`config.mk`:
```
export PLATFORM = sky130hd
export DESIGN_NAME = step_pulse_generator_flat
export DESIGN_NICKNAME = d
export VERILOG_FILES = /design/src/rtl/microprocessor_pkg.sv /design/src/rtl/step_pulse_generator_if.sv /design/src/rtl/step_pulse_generator_key_debouncer.sv /design/src/rtl/step_pulse_generator.sv /design/src/flat_wrapper.sv
export SDC_FILE = /design/constraint.sdc
export NUM_CORES = 1
export LEC_CHECK = 0
export ABC_CLOCK_PERIOD_IN_PS = 1700
export BUFFER_PORTS_ARGS = -buffer_cell sky130_fd_sc_hd__buf_2
export CELL_PAD_IN_SITES_DETAIL_PLACEMENT = 0
export CELL_PAD_IN_SITES_GLOBAL_PLACEMENT = 1
export CORE_MARGIN = 5
export CORE_UTILIZATION = 42
export CTS_CLUSTER_DIAMETER = 100
export DETAILED_ROUTE_END_ITERATION = 10
export GPL_ROUTABILITY_DRIVEN = 0
export PLACE_DENSITY = 0.76
export SLEW_MARGIN = 10
export SYNTH_ARGS = -nofsm -noshare
export SYNTH_HDL_FRONTEND = slang
export SYNTH_HIERARCHICAL = 1
export SYNTH_SLANG_ARGS = --single-unit
```
`constraint.sdc`:
```
create_clock -name clock -period 1.7 [get_ports clock]
set_input_delay 0.34 -clock clock [delete_from_list [all_inputs] [get_ports clock]]
set_output_delay 0.34 -clock clock [all_outputs]
set_load 0.02 [all_outputs]
```
`src/rtl/microprocessor_pkg.sv`:
```
// Shared types and constants for the simplified microprocessor.
// Used by the step pulse generator and the instruction decoder.
package microprocessor_pkg;

    typedef enum logic [1:0] {
        RUN    = 2'd0,
        SINGLE = 2'd1,
        HALTED = 2'd2
    } step_state_t;

    localparam logic [2:0] OPC_HALT = 3'b000;

    function automatic logic is_halt_opcode(input logic [2:0] opc);
        return opc == OPC_HALT;
    endfunction

    // Width needed for a counter that must be able to hold max_val.
    function automatic int unsigned cnt_width(input int unsigned max_val);
        return (max_val < 2) ? 1 : $clog2(max_val + 1);
    endfunction

endpackage

```
`src/rtl/step_pulse_generator_if.sv`:
```
// Board-side signals of the step pulse generator.
// The master is the board/decoder side, the slave is the generator.
interface step_pulse_generator_if;
    import microprocessor_pkg::*;

    logic        key_n;
    logic        step_mode;
    logic        halt_req;
    logic        step;
    logic        tick;
    logic        halted;
    logic        key_level;
    step_state_t state;

    modport master (
        output key_n, step_mode, halt_req,
        input  step, tick, halted, key_level, state
    );

    modport slave (
        input  key_n, step_mode, halt_req,
        output step, tick, halted, key_level, state
    );

endinterface

```
`src/rtl/step_pulse_generator_key_debouncer.sv`:
```
// Push-button synchroniser and debouncer; emits a one-cycle press strobe
// on each debounced release-to-press transition.
module key_debouncer
    import microprocessor_pkg::*;
#(
    parameter int unsigned DEBOUNCE_CYCLES = 1000000
) (
    input  logic clock,
    input  logic reset,
    input  logic key_n,
    output logic key_level,
    output logic press
);

    localparam int unsigned CNT_W = cnt_width(DEBOUNCE_CYCLES);

    logic             sync1;
    logic             sync2;
    logic [1:0]       primed;
    logic             armed;
    logic [CNT_W-1:0] cnt;

    // Presses only count once a genuinely released key has been seen since
    // reset, so a key held through reset cannot produce a step.
    always_ff @(posedge clock) begin
        if (reset) begin
            sync1     <= 1'b1;
            sync2     <= 1'b1;
            primed    <= '0;
            armed     <= 1'b0;
            cnt       <= '0;
            key_level <= 1'b1;
            press     <= 1'b0;
        end else begin
            sync1  <= key_n;
            sync2  <= sync1;
            primed <= {primed[0], 1'b1};
            press  <= 1'b0;

            if (primed[1] && sync2 && key_level)
                armed <= 1'b1;

            if (sync2 == key_level) begin
                cnt <= '0;
            end else if (cnt == CNT_W'(DEBOUNCE_CYCLES)) begin
                key_level <= sync2;
                cnt       <= '0;
                press     <= armed & ~sync2;
            end else begin
                cnt <= cnt + CNT_W'(1);
            end
        end
    end

endmodule

```
`src/rtl/step_pulse_generator.sv`:
```
// Step strobe source for the simplified microprocessor: free-run divider,
// single-step key path and sticky halt. Optional macro STEP_AUTO_REPEAT_EN.
module step_pulse_generator
    import microprocessor_pkg::*;
#(
    parameter int unsigned CLK_HZ          = 50000000,
    parameter int unsigned STEP_HZ         = 1,
    parameter int unsigned DEBOUNCE_CYCLES = 1000000,
    parameter int unsigned REPEAT_DELAY    = 25000000
) (
    input  logic                    clock,
    input  logic                    reset,
    step_pulse_generator_if.slave   io
);

    localparam int unsigned TICK_DIV = CLK_HZ / STEP_HZ;
    localparam int unsigned DIV_W    = cnt_width(TICK_DIV - 1);

    if (TICK_DIV < 2 || DEBOUNCE_CYCLES < 1 || REPEAT_DELAY < 1) begin : g_param_check
        $error("step_pulse_generator: TICK_DIV must be >= 2, delays must be >= 1");
    end

    logic             key_level_w;
    logic             press_w;
    logic [DIV_W-1:0] div_cnt;
    logic             tick_now;
    logic             tick_r;
    logic             step_r;
    logic             halted_r;
    logic             repeat_fire;
    step_state_t      state_r;

    key_debouncer #(
        .DEBOUNCE_CYCLES (DEBOUNCE_CYCLES)
    ) u_key_debouncer (
        .clock     (clock),
        .reset     (reset),
        .key_n     (io.key_n),
        .key_level (key_level_w),
        .press     (press_w)
    );

    assign tick_now = (div_cnt == DIV_W'(TICK_DIV - 1));

    always_ff @(posedge clock) begin
        if (reset) begin
            div_cnt <= '0;
            tick_r  <= 1'b0;
        end else begin
            tick_r  <= tick_now;
            div_cnt <= tick_now ? '0 : div_cnt + DIV_W'(1);
        end
    end

`ifdef STEP_AUTO_REPEAT_EN
    localparam int unsigned HOLD_W = cnt_width(REPEAT_DELAY);

    logic              holding;
    logic [HOLD_W-1:0] hold_cnt;

    // Hold timing starts at the press strobe, so a key that went low
    // without an accepted press never auto-repeats.
    always_ff @(posedge clock) begin
        if (reset || state_r != SINGLE || key_level_w) begin
            holding  <= 1'b0;
            hold_cnt <= '0;
        end else if (press_w) begin
            holding  <= 1'b1;
            hold_cnt <= '0;
        end else if (holding && hold_cnt != HOLD_W'(REPEAT_DELAY)) begin
            hold_cnt <= hold_cnt + HOLD_W'(1);
        end
    end

    assign repeat_fire = holding && (hold_cnt == HOLD_W'(REPEAT_DELAY))
                         && tick_now && !key_level_w;
`else
    assign repeat_fire = 1'b0;
`endif

    always_ff @(posedge clock) begin
        if (reset) begin
            state_r  <= RUN;
            step_r   <= 1'b0;
            halted_r <= 1'b0;
        end else begin
            step_r <= 1'b0;
            if (state_r == HALTED || io.halt_req) begin
                state_r  <= HALTED;
                halted_r <= 1'b1;
            end else begin
                case (state_r)
                    RUN: begin
                        step_r <= tick_now;
                        if (io.step_mode)
                            state_r <= SINGLE;
                    end
                    SINGLE: begin
                        step_r <= press_w | repeat_fire;
                        if (!io.step_mode)
                            state_r <= RUN;
                    end
                    default: begin
                        state_r  <= HALTED;
                        halted_r <= 1'b1;
                    end
                endcase
            end
        end
    end

    assign io.step      = step_r;
    assign io.tick      = tick_r;
    assign io.halted    = halted_r;
    assign io.key_level = key_level_w;
    assign io.state     = state_r;

endmodule

```
`src/flat_wrapper.sv`:
```
// flat-port wrapper written by rule: the top's interface ports become plain ports
module step_pulse_generator_flat import microprocessor_pkg::*;
#(
    parameter int unsigned CLK_HZ          = 50000000,
    parameter int unsigned STEP_HZ         = 1,
    parameter int unsigned DEBOUNCE_CYCLES = 1000000,
    parameter int unsigned REPEAT_DELAY    = 25000000
)
  (clock, reset, io_key_n, io_step_mode, io_halt_req, io_step, io_tick, io_halted, io_key_level, io_state);
  step_pulse_generator_if io_i ();
  input  logic clock;
  input  logic reset;
  input wire logic [$bits(io_i.key_n)-1:0] io_key_n;
  input wire logic [$bits(io_i.step_mode)-1:0] io_step_mode;
  input wire logic [$bits(io_i.halt_req)-1:0] io_halt_req;
  output wire logic [$bits(io_i.step)-1:0] io_step;
  output wire logic [$bits(io_i.tick)-1:0] io_tick;
  output wire logic [$bits(io_i.halted)-1:0] io_halted;
  output wire logic [$bits(io_i.key_level)-1:0] io_key_level;
  output wire logic [$bits(io_i.state)-1:0] io_state;
  assign io_i.key_n = io_key_n;
  assign io_i.step_mode = io_step_mode;
  assign io_i.halt_req = io_halt_req;
  assign io_step = io_i.step;
  assign io_tick = io_i.tick;
  assign io_halted = io_i.halted;
  assign io_key_level = io_i.key_level;
  assign io_state = io_i.state;
  step_pulse_generator #(.CLK_HZ(CLK_HZ), .STEP_HZ(STEP_HZ), .DEBOUNCE_CYCLES(DEBOUNCE_CYCLES), .REPEAT_DELAY(REPEAT_DELAY)) u_core (.clock(clock), .reset(reset), .io(io_i));
endmodule
```
==> impl_summary.log, run 1 <==
INFO  metric maxClockFrequency = 581 MHz
INFO  metric synth_async_sr_flop_share = 0%
INFO  metric syn_area = 0.00255 mm^2
INFO  metric first_pass_grt_wire_length = 9280 um
INFO  metric final_critical_path_setup_slack = -19.8 ps
INFO  metric outcome = finished with violations
INFO  metric period_needed = 1720 ps
INFO  metric use_met3 = 3.29%
INFO  metric die_area = 0.00774 mm^2
INFO  metric clk_latency = 320 ps
INFO  metric p_per_area = 812 mW/mm^2
INFO  metric core_area = slightly below 0.006 mm^2
INFO  metric synth_top_cells_by_area = dfxtp_1, xor2_1, nor2_1
INFO  metric power = roughly 2.7 mW
INFO  metric grt_antenna_before_repair = 0
INFO  metric syn_area_per_cell = 9.03 um^2
INFO  metric final_layout_size_suffix_gt1_share = around a third
INFO  metric number_of_detailed_route_iterations_in_the_first_pass = 4
INFO  metric die_height = 88.0 um
INFO  metric ctsRootBufferMaster = clkbuf_8
INFO  metric clock_tree.buffer_depth = 2
INFO  metric numPlacedInstances = 391
INFO  metric crit_required = 1910 ps
INFO  metric i_o_pin_cnt = 11
INFO  metric place_hpwl = 3770 um
INFO  metric globalRouteMet1Util = 21.0%
INFO  metric power.ir.vdd_worst = around 0.5 mV
INFO  metric hold_buffers = 0
INFO  metric timing.critical_path.arrival = 1930 ps
INFO  metric setup_viol = 17
INFO  metric initial_utilization = 43.2%
INFO  metric peak_fanout_along_the_critical_path = 6
INFO  metric dieWidth = 88.0 um
INFO  metric row_count = 28
INFO  metric h-tree-depth = 3
INFO  metric portion_of_the_clock_cycle_consumed_by_the_worst_path_in_the_final_layout = 101%
INFO  metric antenna_cells_inserted = 0
INFO  metric critical_path.endpoint_type = flop
INFO  metric ant_nets = 0
INFO  metric tritoncts_clock_tree = yes
INFO  metric leading_cell_type_by_number_of_instances_after_synthesis = dfxtp_1
INFO  metric synthDominantAreaCellType = dfxtp_1
INFO  metric postSynthRegisterBits = between 50 and 60
INFO  metric gr-total-overflow = 0
INFO  metric synth_flop_cell = dfxtp_1
INFO  metric vias = 2209
INFO  metric netlist_top_cells_count = dfxtp_1, nor2_1, nand3_1
INFO  metric numClockSinks = 58
INFO  metric postSynthCellCount = roughly 280
INFO  metric total_leakage_power = roughly 1.2 nW
INFO  metric layout-area-overhead-vs-synth = 30.6%
INFO  metric final_non_filler_cells = 413
INFO  metric final-max-slew-violation-count = 0
INFO  metric synth_fp_nets = 291
INFO  metric fin_skew = 7.79 ps
INFO  metric worst_pin_slew = 378 ps
INFO  metric busiest_layer = met2
INFO  metric tritoncts_buffer_count = 9
INFO  metric slew_headroom = between 70 and 80%
INFO  metric postRouteWirelength = between 5000 and 6000 um
INFO  metric path_class = flop to flop
INFO  metric synth-seq-area-share = 45.4%
INFO  metric synth_top_cell_area_share = 45.4%
INFO  metric cap_violations = 0
INFO  metric grt_pass1_vias = 2062
INFO  metric first_drt_iteration_drcs = 137
INFO  metric failed_checks = negative setup slack
INFO  metric yosys.cell_types.count = 36
INFO  metric layout.nets = 342
INFO  metric crit_path_start_kind = flop
INFO  metric grt_max_degree = 16
INFO  metric number_of_synthesized_flops_with_an_enable_pin = 0
INFO  metric grtUsageMet2 = 22.9%
INFO  metric final_hold_viol_count = 0
INFO  metric wire_per_inst = about 13 um
INFO  metric clk_transition_reported_paths = 60 ps
INFO  metric grt_use_total = roughly 15%
INFO  metric timing.hold.worst.class = input pin to flop
INFO  metric rsz0062_at_grt = true
INFO  metric fillCellCount = ~520
INFO  metric pre_cts_ws = -70.3 ps
INFO  metric port_buffers = 10
INFO  metric synthesis.yosys.warnings = 6
INFO  metric drt_drc_violations_left = 0
INFO  metric drt-vias-per-instance = 5.35
## path summary, 6_finish.rpt
kind / from / to / slack [ps] / depth (start not counted)
worst max-delay path: u_core/div_cnt[12] / u_core/div_cnt[15] / -20 / 7
worst min-delay path: io_key_n / u_core/u_key_debouncer/sync1 / 200 / 2
worst max register to register: u_core/div_cnt[12] / u_core/div_cnt[15] / -20 / 7
worst min register to register: u_core/u_key_debouncer/sync1 / u_core/u_key_debouncer/sync2 / 410 / 1
## critical path: stages (launching register included)
cell	delay, ps
dfxtp_2	350
buf_6	100
and4_4	230
nand4_1	230
o31ai_4	340
buf_6	160
clkbuf_16	160
a21oi_2	30
## logic make-up (layout without fill, tap and decap cells)
family,Yosys count,count (layout),share of synthesized area [%]
flip-flops,58,58,45.4
AO/OA/AOI/OAI,43,43,10.1
buffers and inverters,17,72,3.43
AND/OR/NAND/NOR,138,138,31.3
XOR/XNOR,24,24,8.23
adder cells (fa/ha/maj),3,3,1.47
## cells in the final DEF (no fill, tap or decap), types with 5 or more instances in the layout
cell	instances
buf_2	10
dfxtp_1	45
and4_1	5
and3_1	5
dfxtp_2	13
clkbuf_8	10
buf_4	33
xor2_1	16
o21ai_0	12
or4_1	8
a21oi_1	17
nand4_1	9
nand3_1	19
nand2_1	16
o31ai_1	8
nor2_1	24
inv_1	8
or3_1	12
xnor2_1	8
nor2_4	8
## sequential cells by signal (all words and copies together), names as in the netlist
signal / count
u_core/u_key_debouncer/press: 1
u_core/u_key_debouncer/key_level: 1
u_core/io.step: 1
u_core/io.state: 2
u_core/u_key_debouncer/primed: 2
u_core/u_key_debouncer/sync1: 1
u_core/io.tick: 1
u_core/u_key_debouncer/sync2: 1
u_core/u_key_debouncer/cnt: 20
u_core/div_cnt: 26
u_core/u_key_debouncer/armed: 1
u_core/io.halted: 1
## final cells by class
type	count	area [um^2]	share of cell area (%)
Tap cell	75	93.8	2.81
Inverter	8	30.0	0.900
Multi-Input combinational cell	208	1440	43.1
Clock inverter	3	40.0	1.20
Timing Repair Buffer	49	413	12.4
Sequential cell	58	1180	35.3
Clock buffer	12	145	4.35
## through the flow
| stage | hold WS [ps] | util [%] | area (um^2) | setup TNS (ps) |
|---|---|---|---|---|
| 2_1_floorplan | 389 | - | 2600 | 0 |
| 3_3_place_gp | 392 | 49.6 | 2930 | -78.6 |
| 3_5_place_dp | 395 | 49.6 | 2930 | -772 |
| 4_1_cts | 184 | 54.0 | 3200 | -19.4 |
| 5_1_grt | 197 | 56.3 | 3340 | -1860 |
| 6_report | 201 | 56.3 | 3340 | -121 |
## routing by layer
layer	part of all wire [%]	up-vias
met3	3.5	7
met4	1.3	0
met1	51	1033
met2	44	41
li1	-	1128
met5	0	-
## report_power, final
part | internal, mW | leakage [nW] | total (mW) | switching, mW
clock | 0.705 | 0.0962 | 1.21 | 0.501
combinational | 0.0541 | 0.642 | 0.112 | 0.0581
sequential | 1.38 | 0.476 | 1.39 | 0.0116
total | 2.14 | 1.21 | 2.71 | 0.570
## repair_timing
action / 4_1_cts / 5_1_grt
pin swaps: 4 / 6
buffers inserted: 3 / 2
gates resized for setup: 9 / 26
endpoints found under the setup margin: 26 / 30
cloned: 1 / 1
No activity file was read; power rests on OpenSTA's default activity.
==> run 2, diff against run 1 <==
--- a/config.mk
+++ b/config.mk
@@ -14,6 +14,7 @@
 export CTS_CLUSTER_DIAMETER = 100
 export DETAILED_ROUTE_END_ITERATION = 10
 export GPL_ROUTABILITY_DRIVEN = 0
+export MAX_ROUTING_LAYER = met4
 export PLACE_DENSITY = 0.76
 export SLEW_MARGIN = 10
 export SYNTH_ARGS = -nofsm -noshare
==> run 2 against run 1 <==
The run still ends with negative setup slack left. Via count shrank 0.18%. Register-to-register slack about the same. Clock-buffer cell count stayed put. Sequential power is essentially flat. Die area is the same. Fmax hardly changed. Final area is the same. Combinational power is essentially flat. Critical endpoint unchanged. Largest cell class unchanged.
==> impl_summary.log, run 2 (synthesized netlist as in run 1, its figures left out) <==
INFO  metric layout-area-overhead-vs-synth = 30.6% (unchanged)
INFO  metric clk_transition_reported_paths = 60 ps (about the same)
INFO  metric setup_viol = 18 (+1)
INFO  metric row_count = 28 (unchanged)
INFO  metric first_pass_grt_wire_length = 9250 um (-0.30%)
INFO  metric failed_checks = negative setup slack
INFO  metric tritoncts_buffer_count = 9 (unchanged)
INFO  metric globalRouteMet1Util = 21.0% (unchanged)
INFO  metric mostFrequentLayoutCell = dfxtp_1
INFO  metric worst_pin_slew = 378 ps (-0.000834 ps)
INFO  metric period_needed = 1720 ps (+0.546 ps)
INFO  metric rsz0062_at_grt = true
INFO  metric design_area = 0.00334 mm^2 (unchanged)
INFO  metric final_hold_viol_count = 0 (unchanged)
INFO  metric gr-total-overflow = 0 (unchanged)
INFO  metric use_met3 = 3.39% (+0.094 points)
INFO  metric clk_latency = 320 ps (about the same)
INFO  metric drt_drc_violations_left = 0 (unchanged)
INFO  metric layout.core_utilization = 56.3% (unchanged)
INFO  metric antenna_cells_inserted = 0 (unchanged)
INFO  metric die_height = 88.0 um (unchanged)
INFO  metric crit_path_start_kind = flop
INFO  metric clock_tree.buffer_depth = 2 (unchanged)
INFO  metric power.ir.vdd_worst = 0.506 mV (about the same)
INFO  metric layout.nets = 342 (unchanged)
INFO  metric place_hpwl = 3770 um (unchanged)
INFO  metric largest_reg_by_ff_count = u_core/div_cnt
INFO  metric port_buffers = 10 (unchanged)
INFO  metric power = 2.70 mW (about the same)
INFO  metric pre_cts_ws = -70.3 ps (unchanged)
INFO  metric final-max-slew-violation-count = 0 (unchanged)
INFO  metric layout_common_cells = dfxtp_1, buf_4, nor2_1
INFO  metric busiest_layer = met2
INFO  metric p_per_area = 811 mW/mm^2 (about the same)
INFO  metric rr_startpoint = u_core/div_cnt[12]
INFO  metric peak_fanout_along_the_critical_path = 6 (unchanged)
INFO  metric critPathLaunch = u_core/div_cnt[12]
INFO  metric first_drt_iteration_drcs = 135 (-1.5%)
INFO  metric i_o_pin_cnt = 11 (unchanged)
INFO  metric grt_max_degree = 16 (unchanged)
INFO  metric h-tree-depth = 3 (unchanged)
INFO  metric numClockSinks = 58 (unchanged)
INFO  metric path_class = flop to flop
INFO  metric timing.critical_path.arrival = 1920 ps (about the same)
INFO  metric cap_violations = 0 (unchanged)
INFO  metric dieWidth = 88.0 um (unchanged)
INFO  metric drt-vias-per-instance = 5.34 (-0.18%)
INFO  metric total_leakage_power = 1.21 nW (unchanged)
INFO  metric postRouteWirelength = 5470 um (about the same)
INFO  metric grt_use_total = 15.8% (+0.49 points)
INFO  metric crit_required = 1900 ps (about the same)
INFO  metric grt_pass1_vias = 2070 (+0.39%)
INFO  metric largest_registers = u_core/div_cnt: 26 flops, u_core/u_key_debouncer/cnt: 20 flops
INFO  metric dpl-instance-area = 0.00293 mm^2 (unchanged)
INFO  metric hold_path.startpoint = io_key_n
INFO  metric outcome = finished with violations
INFO  metric tritoncts_clock_tree = yes
INFO  metric initial_utilization = 43.2% (unchanged)
INFO  metric final_critical_path_setup_slack = -20.4 ps (-0.546 ps)
INFO  metric vias = 2205 (-0.18%)
INFO  metric core_area = 0.00592 mm^2 (unchanged)
INFO  metric wire_per_inst = 13.2 um (about the same)
INFO  metric max_reg_flops = 26 (unchanged)
INFO  metric final_layout_size_suffix_gt1_share = 32.2% (unchanged)
INFO  metric ctsRootBufferMaster = clkbuf_8
INFO  metric slew_headroom = 74.6% (about the same)
INFO  metric number_of_detailed_route_iterations_in_the_first_pass = 4 (unchanged)
INFO  metric grtUsageMet2 = 22.9% (unchanged)
INFO  metric maxClockFrequency = 581 MHz (about the same)
INFO  metric critical_path.endpoint_type = flop
INFO  metric die_area = 0.00774 mm^2 (unchanged)
INFO  metric timing.hold.worst.class = input pin to flop
INFO  metric setup_tns = -122 ps (-0.812 ps)
INFO  metric fillCellCount = 523 (unchanged)
INFO  metric ant_nets = 0 (unchanged)
INFO  metric fin_skew = 6.68 ps (-1.11 ps)
INFO  metric grt_antenna_before_repair = 0 (unchanged)
INFO  metric portion_of_the_clock_cycle_consumed_by_the_worst_path_in_the_final_layout = 101% (about the same)
run 2: cell counts in the layout (fill, tap and decap cells not counted):
Identical to the previous run, type by type.
run 2: metrics by stage:
| step | instances | hold slack, ps |
|---|---|---|
| 4_1_cts | 410 | 184 |
| 2_1_floorplan | 283 | 389 |
| 3_3_place_gp | 391 | 392 |
| 3_5_place_dp | 391 | 395 |
| 6_report | 413 | 203 |
| 5_1_grt | 413 | 195 |
run 2: what timing repair did:
action                     4_1_cts  5_1_grt
pin swaps                        4        6
resized for setup                9       26
cloned                           1        1
hold buffers                     0        0
buffers inserted                 3        2
setup endpoints to repair       26       32
run 2: path summary, 6_finish.rpt:
path,cells past startpoint,slack (ps),endpoint
max,7,-20,u_core/div_cnt[15]
min,2,200,u_core/u_key_debouncer/sync1
max reg2reg,7,-20,u_core/div_cnt[15]
min reg2reg,1,410,u_core/u_key_debouncer/sync2
run 2: critical path, stage by stage, from the launching register on:
cell and delay [ps]:
dfxtp_2 350, buf_6 100, and4_4 230, nand4_1 230, o31ai_4 340, buf_6 160, clkbuf_16 160, a21oi_2 30
run 2: final cells by class:
cell class / instances / area, um^2 / share of cell area (%)
Clock inverter: 3 / 40.0 / 1.20
Clock buffer: 12 / 145 / 4.35
Tap cell: 75 / 93.8 / 2.81
Timing Repair Buffer: 49 / 413 / 12.4
Multi-Input combinational cell: 208 / 1440 / 43.1
Inverter: 8 / 30.0 / 0.900
Sequential cell: 58 / 1180 / 35.3
run 2: per-layer routing:
layer / routed length (um) / part of all wire (%) / vias up
met5: 0 / 0 / -
li1: - / - / 1127
met2: 2440 / 45 / 45
met1: 2780 / 51 / 1028
met3: 181 / 3.3 / 5
met4: 65 / 1.2 / 0
run 2: power breakdown:
part	internal (mW)	switching [mW]	total [mW]
logic	0.0541	0.0581	0.112
clock network	0.705	0.498	1.20
registers	1.38	0.0116	1.39
==> run 3, diff against run 2 <==
--- a/config.mk
+++ b/config.mk
@@ -9,7 +9,6 @@
 export BUFFER_PORTS_ARGS = -buffer_cell sky130_fd_sc_hd__buf_2
 export CELL_PAD_IN_SITES_DETAIL_PLACEMENT = 0
 export CELL_PAD_IN_SITES_GLOBAL_PLACEMENT = 1
-export CORE_MARGIN = 5
 export CORE_UTILIZATION = 42
 export CTS_CLUSTER_DIAMETER = 100
 export DETAILED_ROUTE_END_ITERATION = 10
==> run 3 against run 2 <==
The flow still finishes with violations (negative setup slack). Sequential power is essentially flat. Hold slack worse by 19 ps. Routed wire length increased by 3.8%. Setup slack improved by 8.1 ps. Utilization grew 1.6 points. Non-clock buffer count shrank 1. Global-route usage grew 2.8 points. Clock power is 18% higher. Combinational power barely moved. Fmax is 0.47% higher. Largest power group is now the clock network.
==> impl_summary.log, run 3 (synthesized netlist as in run 1, its figures left out) <==
INFO  metric final_layout_size_suffix_gt1_share = 35.8% (+3.6 points)
INFO  metric wire_per_inst = 13.8 um (+3.8%)
INFO  metric tritoncts_buffer_count = 9 (unchanged)
INFO  metric period_needed = 1710 ps (-8.13 ps)
INFO  metric outcome = finished with violations
INFO  metric crit_path_depth = 7 (unchanged)
INFO  metric critical_path.endpoint_type = flop
INFO  metric final_non_filler_cells = 413 (unchanged)
INFO  metric crit_required = 1920 ps (+20 ps)
INFO  metric setup_tns = -47.3 ps (+75.0 ps)
INFO  metric met2_wire_length = 2570 um (+5.4%)
INFO  metric number_of_stages_on_the_worst_hold_path = 2 (unchanged)
INFO  metric fin_skew = 12.4 ps (+5.76 ps)
INFO  metric p_switching = 0.618 mW (+8.7%)
INFO  metric final-max-slew-violation-count = 0 (unchanged)
INFO  metric grt_use_total = 18.6% (+2.8 points)
INFO  metric die_height = 80.0 um (-9.1%)
INFO  metric timing.hold.ws = 184 ps (-19.3 ps)
INFO  metric numPlacedInstances = 389 (-0.51%)
INFO  metric power.internal = 2.29 mW (+7.1%)
INFO  metric layout_common_cells = dfxtp_1, buf_4, nor2_1
INFO  metric ctsRootBufferMaster = clkbuf_8
INFO  metric clock_tree.buffer_depth = 2 (unchanged)
INFO  metric port_buffers = 10 (unchanged)
INFO  metric layout-area-overhead-vs-synth = 33.4%
INFO  metric power = 2.91 mW (+7.5%)
INFO  metric antenna_cells_inserted = 0 (unchanged)
INFO  metric timing.hold.worst.class = input pin to flop
INFO  metric p_sw_share = 21.2% (+0.25 points)
INFO  metric crit_path_start_kind = flop
INFO  metric wl_on_met1 = 2900 um (+4.1%)
INFO  metric setup_viol = 8 (-10)
INFO  metric layout.nets = 341 (-0.29%)
INFO  metric grt_max_degree = 26 (+10)
INFO  metric slew_headroom = 76.6% (+2.0 points)
INFO  metric final_critical_path_setup_slack = -12.2 ps (+8.13 ps)
INFO  metric path_class = flop to flop
INFO  metric numClockSinks = 58 (unchanged)
INFO  metric row_count = 28 (unchanged)
INFO  metric timing.critical_path.arrival = 1940 ps (+20 ps)
INFO  metric timing.critical_path.max_delay_family = simple AND/OR/NAND/NOR gates
INFO  metric rsz0062_at_grt = true
INFO  metric critical_path.cell_chain = buf_6, nor4b_4, nand4_1, o31ai_4, buf_12, clkbuf_16, a21oi_1
INFO  metric power_frac_seq = 47.7% (-3.7 points)
INFO  metric drt_drc_violations_left = 0 (unchanged)
INFO  metric max_reg_flops = 26 (unchanged)
INFO  metric critical_path.n_buffers_inverters = 3 (unchanged)
INFO  metric final_hold_viol_count = 0 (unchanged)
INFO  metric largest_reg_by_ff_count = u_core/div_cnt
INFO  metric clk_latency = 340 ps (+20 ps)
INFO  metric dieWidth = 80.0 um (-9.1%)
INFO  metric maxUsedRoutingLayer = met4
INFO  metric slowest_delay = 360 ps (about the same)
INFO  metric h-tree-depth = 3 (unchanged)
INFO  metric number_of_detailed_route_iterations_in_the_first_pass = 4 (unchanged)
INFO  metric i_o_pin_cnt = 11 (unchanged)
INFO  metric clk_transition_reported_paths = 70 ps (about the same)
INFO  metric wl_met3 = 108 um (-40%)
INFO  metric cap_violations = 0 (unchanged)
INFO  metric initial_utilization = 43.4% (+0.26 points)
INFO  metric pwr-share-comb = 3.8% (-0.3 points)
INFO  metric drt-vias-per-instance = 5.31 (-0.50%)
INFO  metric tritoncts_clock_tree = yes
INFO  metric failed_checks = negative setup slack
INFO  metric ff2ff_path_depth = 7 (unchanged)
INFO  metric peak_fanout_along_the_critical_path = 6 (unchanged)
INFO  metric largest_registers = u_core/div_cnt: 26 flops, u_core/u_key_debouncer/cnt: 20 flops
INFO  metric grt_pass1_vias = 1999 (-3.4%)
INFO  metric p_per_area = 853 mW/mm^2 (+5.2%)
INFO  metric vias = 2194 (-0.50%)
INFO  metric core_area = 0.00589 mm^2 (-0.59%)
INFO  metric total_leakage_power = 1.23 nW (+1.7%)
INFO  metric gr-total-overflow = 0 (unchanged)
INFO  metric postRouteWirelength = 5680 um (+3.8%)
INFO  metric worst_pin_slew = 346 ps (-32.0 ps)
INFO  metric power.ir.vdd_worst = 0.665 mV (+32%)
INFO  metric slowest_stage = dfxtp_4
INFO  metric ant_nets = 0 (unchanged)
INFO  metric layout.core_utilization = 57.9% (+1.6 points)
INFO  metric first_drt_iteration_drcs = 92 (-32%)
INFO  metric first_pass_grt_wire_length = 8800 um (-4.8%)
INFO  metric grt_antenna_before_repair = 0 (unchanged)
INFO  metric clkPwrFrac = 48.5% (+4.0 points)
INFO  metric die_area = 0.00640 mm^2 (-17%)
INFO  metric place_hpwl = 3640 um (-3.5%)
INFO  metric mostFrequentLayoutCell = dfxtp_1
INFO  metric portion_of_the_clock_cycle_consumed_by_the_worst_path_in_the_final_layout = 101% (-0.48 points)
INFO  metric maxClockFrequency = 584 MHz (+0.47%)
run 3: power by group through the flow:
stage	registers (mW)	clock network, mW	logic [mW]
2_1_floorplan	1.42	0	0.0368
3_3_place_gp	1.42	0	0.0743
3_5_place_dp	1.42	0	0.0749
4_1_cts	1.39	1.44	0.0751
5_1_grt	1.39	1.49	0.119
6_report	1.39	1.41	0.110
run 3: area by class of cell:
| type | instances | area [um^2] |
|---|---|---|
| Inverter | 8 | 30.0 |
| Timing Repair Buffer | 48 | 419 |
| Sequential cell | 58 | 1180 |
| Clock inverter | 5 | 77.6 |
| Fill cell | 524 | 2480 |
| Tap cell | 75 | 93.8 |
| Multi-Input combinational cell | 208 | 1470 |
| Clock buffer | 11 | 141 |
run 3: worst paths after layout:
path                                     start                           end  slack, ps
hold reg to reg   u_core/u_key_debouncer/sync1  u_core/u_key_debouncer/sync2        410
setup / recovery            u_core/div_cnt[11]            u_core/div_cnt[15]        -10
hold / removal                        io_key_n  u_core/u_key_debouncer/sync1        180
setup reg to reg            u_core/div_cnt[11]            u_core/div_cnt[15]        -10
run 3: routing by layer:
layer | GRT usage [%] | vias up
met1 | 23.8 | 1033
met5 | - | -
met4 | 10.2 | 0
met2 | 27.4 | 23
met3 | 3.77 | 10
li1 | - | 1128
run 3: worst reg2reg max path, cell delays in order (launching register included):
cell	delay, ps
dfxtp_4	360
buf_6	120
nor4b_4	250
nand4_1	230
o31ai_4	270
buf_12	160
clkbuf_16	160
a21oi_1	40
run 3: what timing repair did:
item                                    4_1_cts  5_1_grt
pin swaps                                     2       13
hold buffers                                  0        0
endpoints found under the hold margin         0        0
endpoints found under the setup margin       25       26
resized for setup                             3       41
buffers inserted                              0        5
gates cloned                                  0        3
run 3: through the flow:
step	instance area [um^2]	setup slack [ps]
after floorplan	2600	16.0
after global placement	2920	-30.4
after detailed placement	2920	-31.9
after CTS	3150	18.4
after global routing	3410	-67.4
final	3410	-12.2
